File: config.mk
export PLATFORM = sky130hd
export DESIGN_NAME = trisc_datapath
export DESIGN_NICKNAME = d
export VERILOG_FILES = /design/src/rtl/trisc_pkg.sv /design/src/rtl/trisc_mem32x8.sv /design/src/rtl/trisc_datapath.sv
export SDC_FILE = /design/constraint.sdc
export NUM_CORES = 1
export LEC_CHECK = 0
export ABC_AREA = 0
export CAP_MARGIN = 10
export CORE_MARGIN = 2
export CORE_UTILIZATION = 60
export CTS_CLUSTER_SIZE = 28
export DETAILED_ROUTE_END_ITERATION = 10
export GPL_TIMING_DRIVEN = 0
export PLACE_DENSITY = 0.79
export SLEW_MARGIN = 0
export SYNTH_ARGS = -nofsm -noshare
export SYNTH_HDL_FRONTEND = slang
export SYNTH_HIERARCHICAL = 1
export SYNTH_SLANG_ARGS = --single-unit
File: constraint.sdc
create_clock -name SysClock -period 2.85 [get_ports SysClock]
set_input_delay 0.57 -clock SysClock [delete_from_list [all_inputs] [get_ports SysClock]]
set_output_delay 0.57 -clock SysClock [all_outputs]
set_load 0.05 [all_outputs]
File: src/rtl/trisc_pkg.sv
// Shared widths, opcode encodings and decode-field slices for the TRISC datapath.
package trisc_pkg;

    localparam int AW_DEF = 5;
    localparam int DW_DEF = 8;

    // Opcode field is the top OPC_W bits of IR; operand address is the low AW bits.
    localparam int OPC_W = 3;

    localparam logic [OPC_W-1:0] OP_NOP  = 3'b000;
    localparam logic [OPC_W-1:0] OP_INC  = 3'b001;
    localparam logic [OPC_W-1:0] OP_CLR  = 3'b010;
    localparam logic [OPC_W-1:0] OP_JMP  = 3'b011;
    localparam logic [OPC_W-1:0] OP_LDA  = 3'b100;
    localparam logic [OPC_W-1:0] OP_STA  = 3'b101;
    localparam logic [OPC_W-1:0] OP_ADD  = 3'b110;
    localparam logic [OPC_W-1:0] OP_NOP7 = 3'b111;

endpackage

File: src/rtl/trisc_mem32x8.sv
// Program/data RAM: synchronous write, registered read into MDR.
// Host load port owns the write path while the machine is held in reset.
module trisc_mem32x8
    import trisc_pkg::*;
#(
    parameter int AW = AW_DEF,
    parameter int DW = DW_DEF
) (
    input  logic          clk,
    input  logic          rst,
    input  logic          load_en,
    input  logic [AW-1:0] load_addr,
    input  logic [DW-1:0] load_data,
    input  logic          rd,
    input  logic          wr,
    input  logic [AW-1:0] addr,
    input  logic [DW-1:0] wdata,
    output logic [DW-1:0] rdata
);

    logic [DW-1:0] mem [2**AW];

    // Contents survive reset; reset only selects which port may write.
    always_ff @(posedge clk) begin
        if (rst) begin
            if (load_en) begin
                mem[load_addr] <= load_data;
            end
        end else if (wr) begin
            mem[addr] <= wdata;
        end
    end

    // Non-blocking read returns pre-write data when rd and wr coincide.
    always_ff @(posedge clk) begin
        if (rst) begin
            rdata <= '0;
        end else if (rd) begin
            rdata <= mem[addr];
        end
    end

endmodule

File: src/rtl/trisc_datapath.sv
// TRISC datapath: PC, address mux, RAM/MDR, IR, DR, ACC, pass/add ALU and opcode decode.
// Optional carry flag is built when TRISC_CARRY_FLAG_EN is defined.
module trisc_datapath
    import trisc_pkg::*;
#(
    parameter int AW = AW_DEF,
    parameter int DW = DW_DEF
) (
    input  logic          SysClock,
    input  logic          Reset,
    input  logic          C0,
    input  logic          C1,
    input  logic          C2,
    input  logic          C3,
    input  logic          C4,
    input  logic          C5,
    input  logic          C7,
    input  logic          C8,
    input  logic          C9,
    input  logic          C10,
    input  logic          C11,
    input  logic          C13,
    input  logic          C14,
    input  logic          LoadEn,
    input  logic [AW-1:0] LoadAddr,
    input  logic [DW-1:0] LoadData,
    output logic          INC,
    output logic          CLR,
    output logic          JMP,
    output logic          LDA,
    output logic          STA,
    output logic          ADD,
`ifdef TRISC_CARRY_FLAG_EN
    output logic          Carry,
`endif
    output logic [AW-1:0] PC,
    output logic [DW-1:0] ACC,
    output logic [DW-1:0] IR
);

    logic [AW-1:0]    addr;
    logic [DW-1:0]    mdr;
    logic [DW-1:0]    dr;
    logic [DW-1:0]    alu;
    logic             add_arm;
    logic [DW:0]      inc_sum;
    logic [DW:0]      add_sum;
    logic [OPC_W-1:0] opcode;
    logic             unused_rsvd;

    assign unused_rsvd = C13;

    assign addr    = C3 ? IR[AW-1:0] : PC;
    assign inc_sum = {1'b0, ACC} + {{DW{1'b0}}, 1'b1};
    assign add_sum = {1'b0, ACC} + {1'b0, dr};
    assign alu     = add_arm ? add_sum[DW-1:0] : dr;
    assign opcode  = IR[DW-1 -: OPC_W];

    trisc_mem32x8 #(.AW(AW), .DW(DW)) u_mem (
        .clk       (SysClock),
        .rst       (Reset),
        .load_en   (LoadEn),
        .load_addr (LoadAddr),
        .load_data (LoadData),
        .rd        (C4),
        .wr        (C5),
        .addr      (addr),
        .wdata     (ACC),
        .rdata     (mdr)
    );

    always_ff @(posedge SysClock) begin
        if (Reset) begin
            PC      <= '0;
            IR      <= '0;
            dr      <= '0;
            ACC     <= '0;
            add_arm <= 1'b0;
        end else begin
            if (C0) begin
                PC <= '0;
            end else if (C1) begin
                PC <= IR[AW-1:0];
            end else if (C2) begin
                PC <= PC + {{(AW-1){1'b0}}, 1'b1};
            end

            if (C7) begin
                IR <= mdr;
            end
            if (C10) begin
                dr <= mdr;
            end

            if (C8) begin
                ACC <= '0;
            end else if (C9) begin
                ACC <= inc_sum[DW-1:0];
            end else if (C11) begin
                ACC <= alu;
            end

            // Arming wins over the C11 disarm so a same-cycle C14 stays armed.
            if (C14) begin
                add_arm <= 1'b1;
            end else if (C11) begin
                add_arm <= 1'b0;
            end
        end
    end

`ifdef TRISC_CARRY_FLAG_EN
    // Follows the same C8 > C9 > C11 priority as ACC so it tracks the value loaded.
    always_ff @(posedge SysClock) begin
        if (Reset) begin
            Carry <= 1'b0;
        end else if (C8) begin
            Carry <= 1'b0;
        end else if (C9) begin
            Carry <= inc_sum[DW];
        end else if (C11) begin
            Carry <= add_arm ? add_sum[DW] : 1'b0;
        end
    end
`endif

    always_comb begin
        INC = 1'b0;
        CLR = 1'b0;
        JMP = 1'b0;
        LDA = 1'b0;
        STA = 1'b0;
        ADD = 1'b0;
        case (opcode)
            OP_INC:  INC = 1'b1;
            OP_CLR:  CLR = 1'b1;
            OP_JMP:  JMP = 1'b1;
            OP_LDA:  LDA = 1'b1;
            OP_STA:  STA = 1'b1;
            OP_ADD:  ADD = 1'b1;
            OP_NOP, OP_NOP7: ;
            default: ;
        endcase
    end

endmodule

==> results.env <==
DETAILROUTE.VIA_COUNT=7875
DIEAREA_UM2=21900
FINAL-MAX-SLEW-VIOLATION-COUNT=0
SHARE_COMB_OF_TOTAL_POWER_PCT=8.0
TOTAL_GR_OVERFLOW=0
WORST_PATH_DOMINANT_CELL_FAMILY='compound AO/OA/AOI/OAI gates'
MAX-SLEW-MARGIN-REL_PCT=49.3
SYNTH_AREA_LEADER_CELL='sky130_fd_sc_hd__edfxtp_1'
CRIT_REQUIRED_NS=3.33
WORST_SKEW_PAIR.LATE_LATENCY_NS=0.55
DP.FINAL_HPWL_MM=19.7
CELLLEAKAGEPOWER_nW=4.59
WORST-SETUP-PATH-TYPE='input pin to flip-flop'
CLOCK_TREE_FROM_TRITONCTS='done'
IOS=56
POWER_SWITCHING_SHARE_PCT=22.4
1ST_ITER_DRT_VIOLS=913
MOST_USED_FLIP_FLOP_CELL_AFTER_SYNTHESIS='sky130_fd_sc_hd__edfxtp_1'
SYNTH.YOSYS.WARNINGS=6
AREA.GROWTH.SYNTH_TO_FINAL_PCT=16.5
WORSTHOLDPATHTYPE='input pin to flip-flop'
CORE_AREA_UM2=20300
DETAILEDPLACE.WORSTSLACK_NS=-0.864
DETAIL_ROUTE.VIAS_PER_CELL=6.38
ROUTED_WIRE_LENGTH_PER_INSTANCE_UM=24.7
SYNTH_SEQ_AREA_SHARE_PCT=67.8
WORST_SETUP_PATH_END_KIND='flip-flop'
ANTENNA_CELLS=0
WORST-R2R-CELL-COUNT=8
PATH_CLK_SLEW_NS=0.07
GRT_PASS1_VIAS=7337
PLACE_INST=1182
MAX_CAP_VIOLS=0
NETLIST_AREA_BEFORE_PLACEMENT_UM2=12500
NUM_ROWS=52
NUMBER_OF_ENDPOINTS_FAILING_SETUP_AT_THE_FINAL_STAGE=0
TOTAL_POWER_W=0.00920
DRT_DRC_VIOLATIONS_LEFT=0
FINALWORSTPATHREQUIREDPERIOD_NS=2.84
NUMCTSBUFFERS=29
P_INT_W=0.00714
GLOBALROUTETOTALUTIL_PCT=27.5
POWER_FRAC_SEQ_PCT=52.2
POWER.SWITCHING_W=0.00207
CELLPOWERDENSITY_nW_PER_UM2=634
WORST_PIN_SLEW_NS=0.757
EDFF_COUNT_SYNTH=256
CLOCK_POWER_SHARE_PCT=39.8
ARRIVAL_NS=3.32
FIN_CELLS=1235
TIMING_HOLD_VIOLATIONS_FINAL=0
CP-START-KIND='input pin'
FINCLKSKEW_NS=0.0134
SYNTH_CELLS=862
HOLD_SLACK_NS=0.439
CTS_BUFFER_DEPTH=3
PORT-BUFFER-COUNT=50
H-TREE-DEPTH=1
HOLD-PATH-CELL-COUNT=3
SETUP_SLACK_NS=0.0117
CLOCK.FMAX_GHz=0.352
CLKSINKCOUNT=294
SYNTH.NET_COUNT=901
SYNTH_LARGEST_TYPE_AREA_FRACTION_PCT=61.7
WORST-R2R-SETUP-SLACK_NS=0.04
PATH_BUF_INV=3
SETUP_REPAIR_AFTER_GLOBAL_ROUTING_MISSED_ITS_MARGIN='no'
NUMBER_OF_ROUTED_NETS_WITH_ANTENNA_VIOLATIONS=0
ANTENNA_FOUND_INITIAL=0
SYNTH_AREA_LEADERS='sky130_fd_sc_hd__edfxtp_1 (62%), sky130_fd_sc_hd__mux2i_1 (12%), sky130_fd_sc_hd__dfxtp_1 (6.1%), sky130_fd_sc_hd__a22oi_1 (3.9%), sky130_fd_sc_hd__nor2_1 (2.2%)'
POST_ROUTE_CELLS_DRIVE_ABOVE_1_SHARE_PCT=13.1
PATH_CELLS='dlygate4sd2_1 -> mux2_4 -> nor2b_1 -> clkbuf_1 -> buf_2 -> a22oi_1 -> a21oi_1 -> or4_1 -> a211oi_2'
FILLCELLCOUNT=1341
GRT_START_MAX_NET_PINS=33
MIN_PERIOD_OVER_PERIOD_PCT=99.6
DIE_Y_UM=148
TOTALWIRELENGTH_MM=30.6
MAX-VDD-IR-DROP_mV=0.462
SYNTHESIS.AREA_PER_INSTANCE_UM2=14.4
ASYNC_RESET_FF_SHARE_PCT=0
CTSROOTBUFFERMASTER='sky130_fd_sc_hd__clkbuf_16'
YOSYS_REGISTER_BITS=294
NUMBER_OF_NETS_IN_THE_FINAL_LAYOUT=981
DIE_W_UM=148
FINISH.UTILIZATION_PCT=71.5
SLOWEST_DELAY_NS=0.63
GPL.FINAL_WEIGHTED_CONGESTION=1.12
TIMING.CRITICAL_PATH.FANOUT_MAX=10
CRITICAL_PATH_DEPTH=9
SLOWEST_STAGE='sky130_fd_sc_hd__or4_1'
START_UTIL_PCT=61.4
RUN_STATUS='complete, no violations'
GRT_FIRST_PASS_WIRELENGTH_MM=44.9
DRT-PASS1-ITER-COUNT=5
YOSYSUNIQUECELLTYPES=50
-- cells in the final DEF (no fill, tap or decap), types with 7 or more instances in the layout --
cell type | synthesis | final
sky130_fd_sc_hd__nor2_1 | 74 | 42
sky130_fd_sc_hd__clkbuf_16 | 0 | 29
sky130_fd_sc_hd__clkdlybuf4s50_1 | 0 | 49
sky130_fd_sc_hd__or4_1 | 9 | 9
sky130_fd_sc_hd__a21oi_1 | 55 | 55
sky130_fd_sc_hd__edfxtp_1 | 256 | 256
sky130_fd_sc_hd__clkbuf_1 | 27 | 35
sky130_fd_sc_hd__nand2_1 | 52 | 40
sky130_fd_sc_hd__o21ai_0 | 10 | 10
sky130_fd_sc_hd__nor2_4 | 0 | 32
sky130_fd_sc_hd__mux2i_1 | 150 | 149
sky130_fd_sc_hd__nand2b_1 | 7 | 7
sky130_fd_sc_hd__dfxtp_1 | 38 | 38
sky130_fd_sc_hd__a22oi_1 | 64 | 60
sky130_fd_sc_hd__a211oi_2 | 8 | 8
sky130_fd_sc_hd__ha_1 | 9 | 9
sky130_fd_sc_hd__nand2_2 | 0 | 12
-- Yosys cell counts, types with 7 or more instances --
master / n
sky130_fd_sc_hd__ha_1: 9
sky130_fd_sc_hd__dfxtp_1: 38
sky130_fd_sc_hd__or4_1: 9
sky130_fd_sc_hd__a22oi_1: 64
sky130_fd_sc_hd__a211oi_2: 8
sky130_fd_sc_hd__clkbuf_1: 27
sky130_fd_sc_hd__nand2b_1: 7
sky130_fd_sc_hd__nor2_1: 74
sky130_fd_sc_hd__o21ai_0: 10
sky130_fd_sc_hd__nand2_1: 52
sky130_fd_sc_hd__edfxtp_1: 256
sky130_fd_sc_hd__mux2i_1: 150
sky130_fd_sc_hd__a21oi_1: 55
-- final timing paths --
| path | from | to |
|---|---|---|
| worst max-delay path | C3 | u_mem/rdata[7] |
| worst min-delay path | C4 | u_mem/rdata[6] |
| worst max register to register | PC[2] | u_mem/rdata[7] |
| worst min register to register | u_mem/rdata[6] | IR[6] |
-- through the flow --
stage	area, um^2	setup TNS (ns)
finish	14500	0
global route	14500	0
floorplan	12500	0
CTS	14400	-7.08
global placement	13300	-346.70
detailed placement	13300	-384.16
-- area by class of cell --
class                      instances  area [um^2]  share of cell area, %
buffer                            48          315                   2.17
clock buffer                      44          812                   5.60
clock inverter                    10          103                  0.707
inverter                           6         22.5                  0.155
multi-input combinational        513         3970                   27.4
sequential                       294         8450                   58.2
tap                              270          338                   2.33
timing repair buffer              50          499                   3.44
-- sequential cells by signal, indices dropped and copies added, names as in the netlist --
register and count:
ACC 8, PC 5, u_mem/mem 256, IR 8
dr 8, u_mem/rdata 8, add_arm 1
-- layer usage --
metal | vias up | part of all wire (%) | global-route usage (%)
li1 | 3476 | - | -
met1 | 3886 | 40 | 38.8
met2 | 445 | 47 | 43.8
met3 | 68 | 10 | 5.95
met4 | 0 | 2.9 | 8.33
met5 | - | 0 | 0
-- worst register-to-register path, stage by stage (launching register included) --
cell and delay, ns:
sky130_fd_sc_hd__dfxtp_1 0.37, sky130_fd_sc_hd__mux2_4 0.35, sky130_fd_sc_hd__nor2b_1 0.15, sky130_fd_sc_hd__clkbuf_1 0.14, sky130_fd_sc_hd__buf_2 0.24, sky130_fd_sc_hd__a22oi_1 0.47
sky130_fd_sc_hd__a21oi_1 0.17, sky130_fd_sc_hd__or4_1 0.63, sky130_fd_sc_hd__a211oi_2 0.23
-- timing repair --
item / in CTS / in global routing
gates resized for setup: 60 / 30
hold buffers: 0 / 0
endpoints found under the setup margin: 512 / 291
buffers inserted: 0 / 0
gates cloned: 0 / 0
pin swaps: 1 / 0
-- kinds of logic (layout without fill, tap and decap cells) --
logic type	Yosys count	count (layout)	synth area share, %
buffers and inverters	55	158	2.71
XOR/XNOR	9	9	0.633
flip-flops	294	294	67.8
multiplexers	156	156	12.6
AND/OR/NAND/NOR	180	180	6.61
adder cells (fa/ha/maj)	10	10	1.06
AO/OA/AOI/OAI	158	158	8.55
-- power by group through the flow --
stage | sequential, W | clock (W) | combinational, W
floorplan | 0.00491 | 0 | 0.000393
global placement | 0.00489 | 0 | 0.000660
detailed placement | 0.00490 | 0 | 0.000677
CTS | 0.00480 | 0.00369 | 0.000707
global route | 0.00480 | 0.00386 | 0.000771
finish | 0.00480 | 0.00367 | 0.000734
Power figures use the tool's default switching activity.
==> RTL edit 1: new RTL, same settings <==
Register the input `C4` before use, without a reset. The logic sees it one clock later. The other inputs are not delayed to match.
--- a/src/rtl/trisc_datapath.sv
+++ b/src/rtl/trisc_datapath.sv
@@ -38,6 +38,12 @@
     output logic [DW-1:0] IR
 );
 
+    logic C4_q;
+
+    always_ff @(posedge SysClock) begin
+        C4_q <= C4;
+    end
+
     logic [AW-1:0]    addr;
     logic [DW-1:0]    mdr;
     logic [DW-1:0]    dr;
@@ -62,7 +68,7 @@
         .load_en   (LoadEn),
         .load_addr (LoadAddr),
         .load_data (LoadData),
-        .rd        (C4),
+        .rd        (C4_q),
         .wr        (C5),
         .addr      (addr),
         .wdata     (ACC),
Function: changed (Yosys sat finds a counterexample within 4 cycles, from zero or initial values and one cycle with Reset high).
==> RTL edit 1 against the unedited design <==
The flow now finishes with violations (negative setup slack); first-iteration DRC count shrank 11%; sequential share of layout area down 0.26 points; total power grew 1.6%; worst setup slack got worse by 0.088 ns; critical endpoint is now u_mem/mem[12][0]; area after synthesis increased by 0.24%; synthesized cell count is 0.46% lower; design area is 0.69% higher; final cell count decreased by 0.49%; clock power grew 3%; wire length is 0.86% lower; sequential cell count rose by 1; clock skew increased by 0.0054 ns.
==> RTL edit 1: results <==
sta:
  hold_slack_ns: 0.452
  totalNegativeSetupSlack_ns: -5.12
  worst_pin_slew_ns: 0.941
  setup_viol: 134
  finClkSkew_ns: 0.0188
  worst_slack_ns: -0.0761
power:
  p_per_area_nw_per_um2: 640
  swShare: 0.224
  peakVddDrop_v: 0.000542
  power_leakage_nw: 4.65
  power.switching_mw: 2.10
placed_design:
  placed_area_um2: 13300
  dpl.hpwl_mm: 19.6
  dp.cells: 1178
worst_setup_path:
  endpoint: "u_mem/mem[12][0]"
  startpoint: "Reset"
  rr_worst_depth: 7
  r2r-end: "u_mem/mem[19][0]"
  r2r_start: "PC[0]"
  r2r_slack_ns: 0
  critical_path_arrival_ns: 3.14
synthesis:
  synth_common_cells: "edfxtp_1, mux2i_1, nor2_1"
  yosysUniqueCellTypes: 56
  syn_inst: 858
  ys_seq_area_frac: 0.678
  ys_top_cells_by_area: "edfxtp_1, mux2i_1, dfxtp_1"
  async_flop_share: 0
drt:
  viasPerCell: 6.31
  routed_wl_mm: 30.3
  drtIter0Drc: 813
global_route:
  grt_pass1_wl_mm: 44.7
  first_global_vias: 7476
run_status:
  outcome: "finished with violations"
  violations: "negative setup slack"
worst_hold_path:
  min_to: "IR[0]"
  min_from: "C7"
final_layout:
  nFillCells: 1331
  stdcell_count: 1229
  final_nets: 977
[RTL edit 1: cell types whose count changed in the layout (fill, tap and decap cells not counted), moves of 4 or more]
cell      delta
o21ai_0      -5
nor2_1       -4
nand2_1      +5
clkbuf_1    -20
a22oi_2     +14
nor2_2      +10
nor2_4       -9
o21ai_1      +5
clkbuf_4     +4
a22oi_1     -14
buf_4        +4
[RTL edit 1: critical path, stage by stage]
cell,delay [ns]
clkdlybuf4s50_1,0.72
nand2b_1,0.40
mux2i_1,0.32
nand2_1,0.60
nor2_4,0.51
[RTL edit 1: cell families (layout without fill, tap and decap cells)]
kind of cell / count (synthesis) / in the layout / synth area share
AOI/OAI and AO/OA: 158 / 158 / 0.0866
xor gates and xnor gates: 9 / 9 / 0.00631
adders and majority gates: 10 / 10 / 0.0106
buffers and inverters: 53 / 154 / 0.0269
DFF: 295 / 295 / 0.678
muxes: 156 / 156 / 0.126
and+or+nand+nor: 177 / 177 / 0.0657
[RTL edit 1: layer usage]
metal / GRT usage / part of all wire
met1: 0.374 / 0.39
met4: 0.108 / 0.040
met3: 0.0552 / 0.091
met2: 0.445 / 0.48
met5: 0.0205 / 0.0018
[RTL edit 1: what timing repair did]
| action | 4_1_cts | 5_1_grt |
|---|---|---|
| endpoints found under the setup margin | 520 | 315 |
| resized for setup | 69 | 30 |
| pin swaps | 0 | 0 |
[RTL edit 1: area by class of cell]
type | instances | share of cell area
Tap cell | 270 | 0.0231
Multi-Input combinational cell | 510 | 0.273
Timing Repair Buffer | 50 | 0.0342
Buffer | 46 | 0.0231
Sequential cell | 295 | 0.580
Clock inverter | 20 | 0.0148
Inverter | 6 | 0.00154
Clock buffer | 32 | 0.0504
==> RTL edit 2: new RTL, config.mk and constraints unchanged <==
Without the edit above. The package constant `DW_DEF` goes from 8 to 7.
--- a/src/rtl/trisc_pkg.sv
+++ b/src/rtl/trisc_pkg.sv
@@ -2,7 +2,7 @@
 package trisc_pkg;
 
     localparam int AW_DEF = 5;
-    localparam int DW_DEF = 8;
+    localparam int DW_DEF = 7;
 
     // Opcode field is the top OPC_W bits of IR; operand address is the low AW bits.
     localparam int OPC_W = 3;
Interface: changed (resized ACC, IR and LoadData); port bits go from 56 to 53. The function was not compared with the original's and may differ.
==> RTL edit 2 against the unedited design <==
The run now ends with negative setup slack left; count of clock-buffer cells in the layout fell by 12; total power fell by 12%; wire length fell by 17%; area after synthesis shrank 12%; critical path depth fell by 1; sequential cell count shrank 36; design area shrank 13%; worst setup slack got worse by 0.059 ns.
==> RTL edit 2: results <==
sta:
  worst_slack_ns: -0.0470
  setup_viol: 41
  relSlewSlack: 0.468
  finClkSkew_ns: 0.0109
synthesis:
  synth_common_cells: "edfxtp_1, mux2i_1, nor2_1"
  synthMuxAreaShare: 0.129
  synth_fa_ha_area_frac: 0.0110
  yosysUniqueCellTypes: 51
  ys_top_cells_by_area: "edfxtp_1, mux2i_1, dfxtp_1"
  synth_fp_nets: 793
  yosys.area_share.xor_xnor: 0.00640
  synth_compound_area_frac: 0.0863
clocking:
  clock_latency_ns: 0.52
  cts_buffers: 25
  post_cts_resized: 23
global_route:
  grt_usage: 0.260
  grt_pass1_wl_mm: 38.8
  first_global_vias: 6929
worst_setup_path:
  critical_path_arrival_ns: 3.06
  r2r_start: "IR[0]"
placed_design:
  pre_cts_ws_ns: -0.831
  placed_area_um2: 11700
  gp_congestion: 0.933
  dpl.hpwl_mm: 16.4
power:
  power_leakage_nw: 4.12
  powerSeq_mw: 4.21
  pg_comb_mw: 0.612
  p_clk_mw: 3.25
worst_hold_path:
  min_from: "C1"
run_status:
  violations: "negative setup slack"
  outcome: "finished with violations"
final_layout:
  largest_register_ffs: 224
  final_nets: 868
drt:
  viasPerCell: 6.44
-- RTL edit 2: changes by cell type in the layout (fill, tap and decap cells not counted), sizes merged, moves of 3 or more --
cell / delta
dfxtp: -4
nand2: -5
a22oi: -8
nor3: +4
nand3: +3
nor2: -6
clkbuf: -26
a21oi: -6
buf: +3
mux2i: -17
o21ai: -7
edfxtp: -32
-- RTL edit 2: worst paths after layout --
path	endpoint	depth (start not counted)
worst max-delay path	u_mem/mem[10][3]	8
worst min register to register	dr[4]	2
worst max register to register	u_mem/mem[10][3]	7
worst min-delay path	PC[2]	3
-- RTL edit 2: area by class of cell --
type / count / area, µm²
sequential: 258 / 7410
fill: 1143 / 5320
multi-input combinational: 457 / 3390
clock buffer: 32 / 662
timing repair buffer: 48 / 479
tap: 229 / 287
buffer: 37 / 248
clock inverter: 14 / 149
inverter: 4 / 15.0
-- RTL edit 2: routing by layer --
| layer | vias up | GRT usage | part of all wire |
|---|---|---|---|
| li1 | 3071 | - | - |
| met1 | 3435 | 0.357 | 0.40 |
| met2 | 387 | 0.426 | 0.47 |
| met3 | 59 | 0.0435 | 0.090 |
| met4 | 0 | 0.0904 | 0.034 |
| met5 | - | 0 | 0 |
-- RTL edit 2: critical path, stage by stage --
cell and delay [ns]:
dlygate4sd2_1 0.32, mux2_2 0.36, buf_4 0.17, buf_8 0.17
buf_4 0.21, mux2i_1 0.20, nand2_1 0.51, nor2_2 0.54
-- RTL edit 2: stage by stage --
stage / instances / hold slack, ns / setup TNS, ns
2_1_floorplan: 756 / 0.483 / 0
3_3_place_gp: 1033 / 0.528 / -280.19
3_5_place_dp: 1033 / 0.538 / -328.22
4_1_cts: 1079 / 0.494 / -0.401
5_1_grt: 1079 / 0.521 / -10.27
6_report: 1079 / 0.515 / -0.978
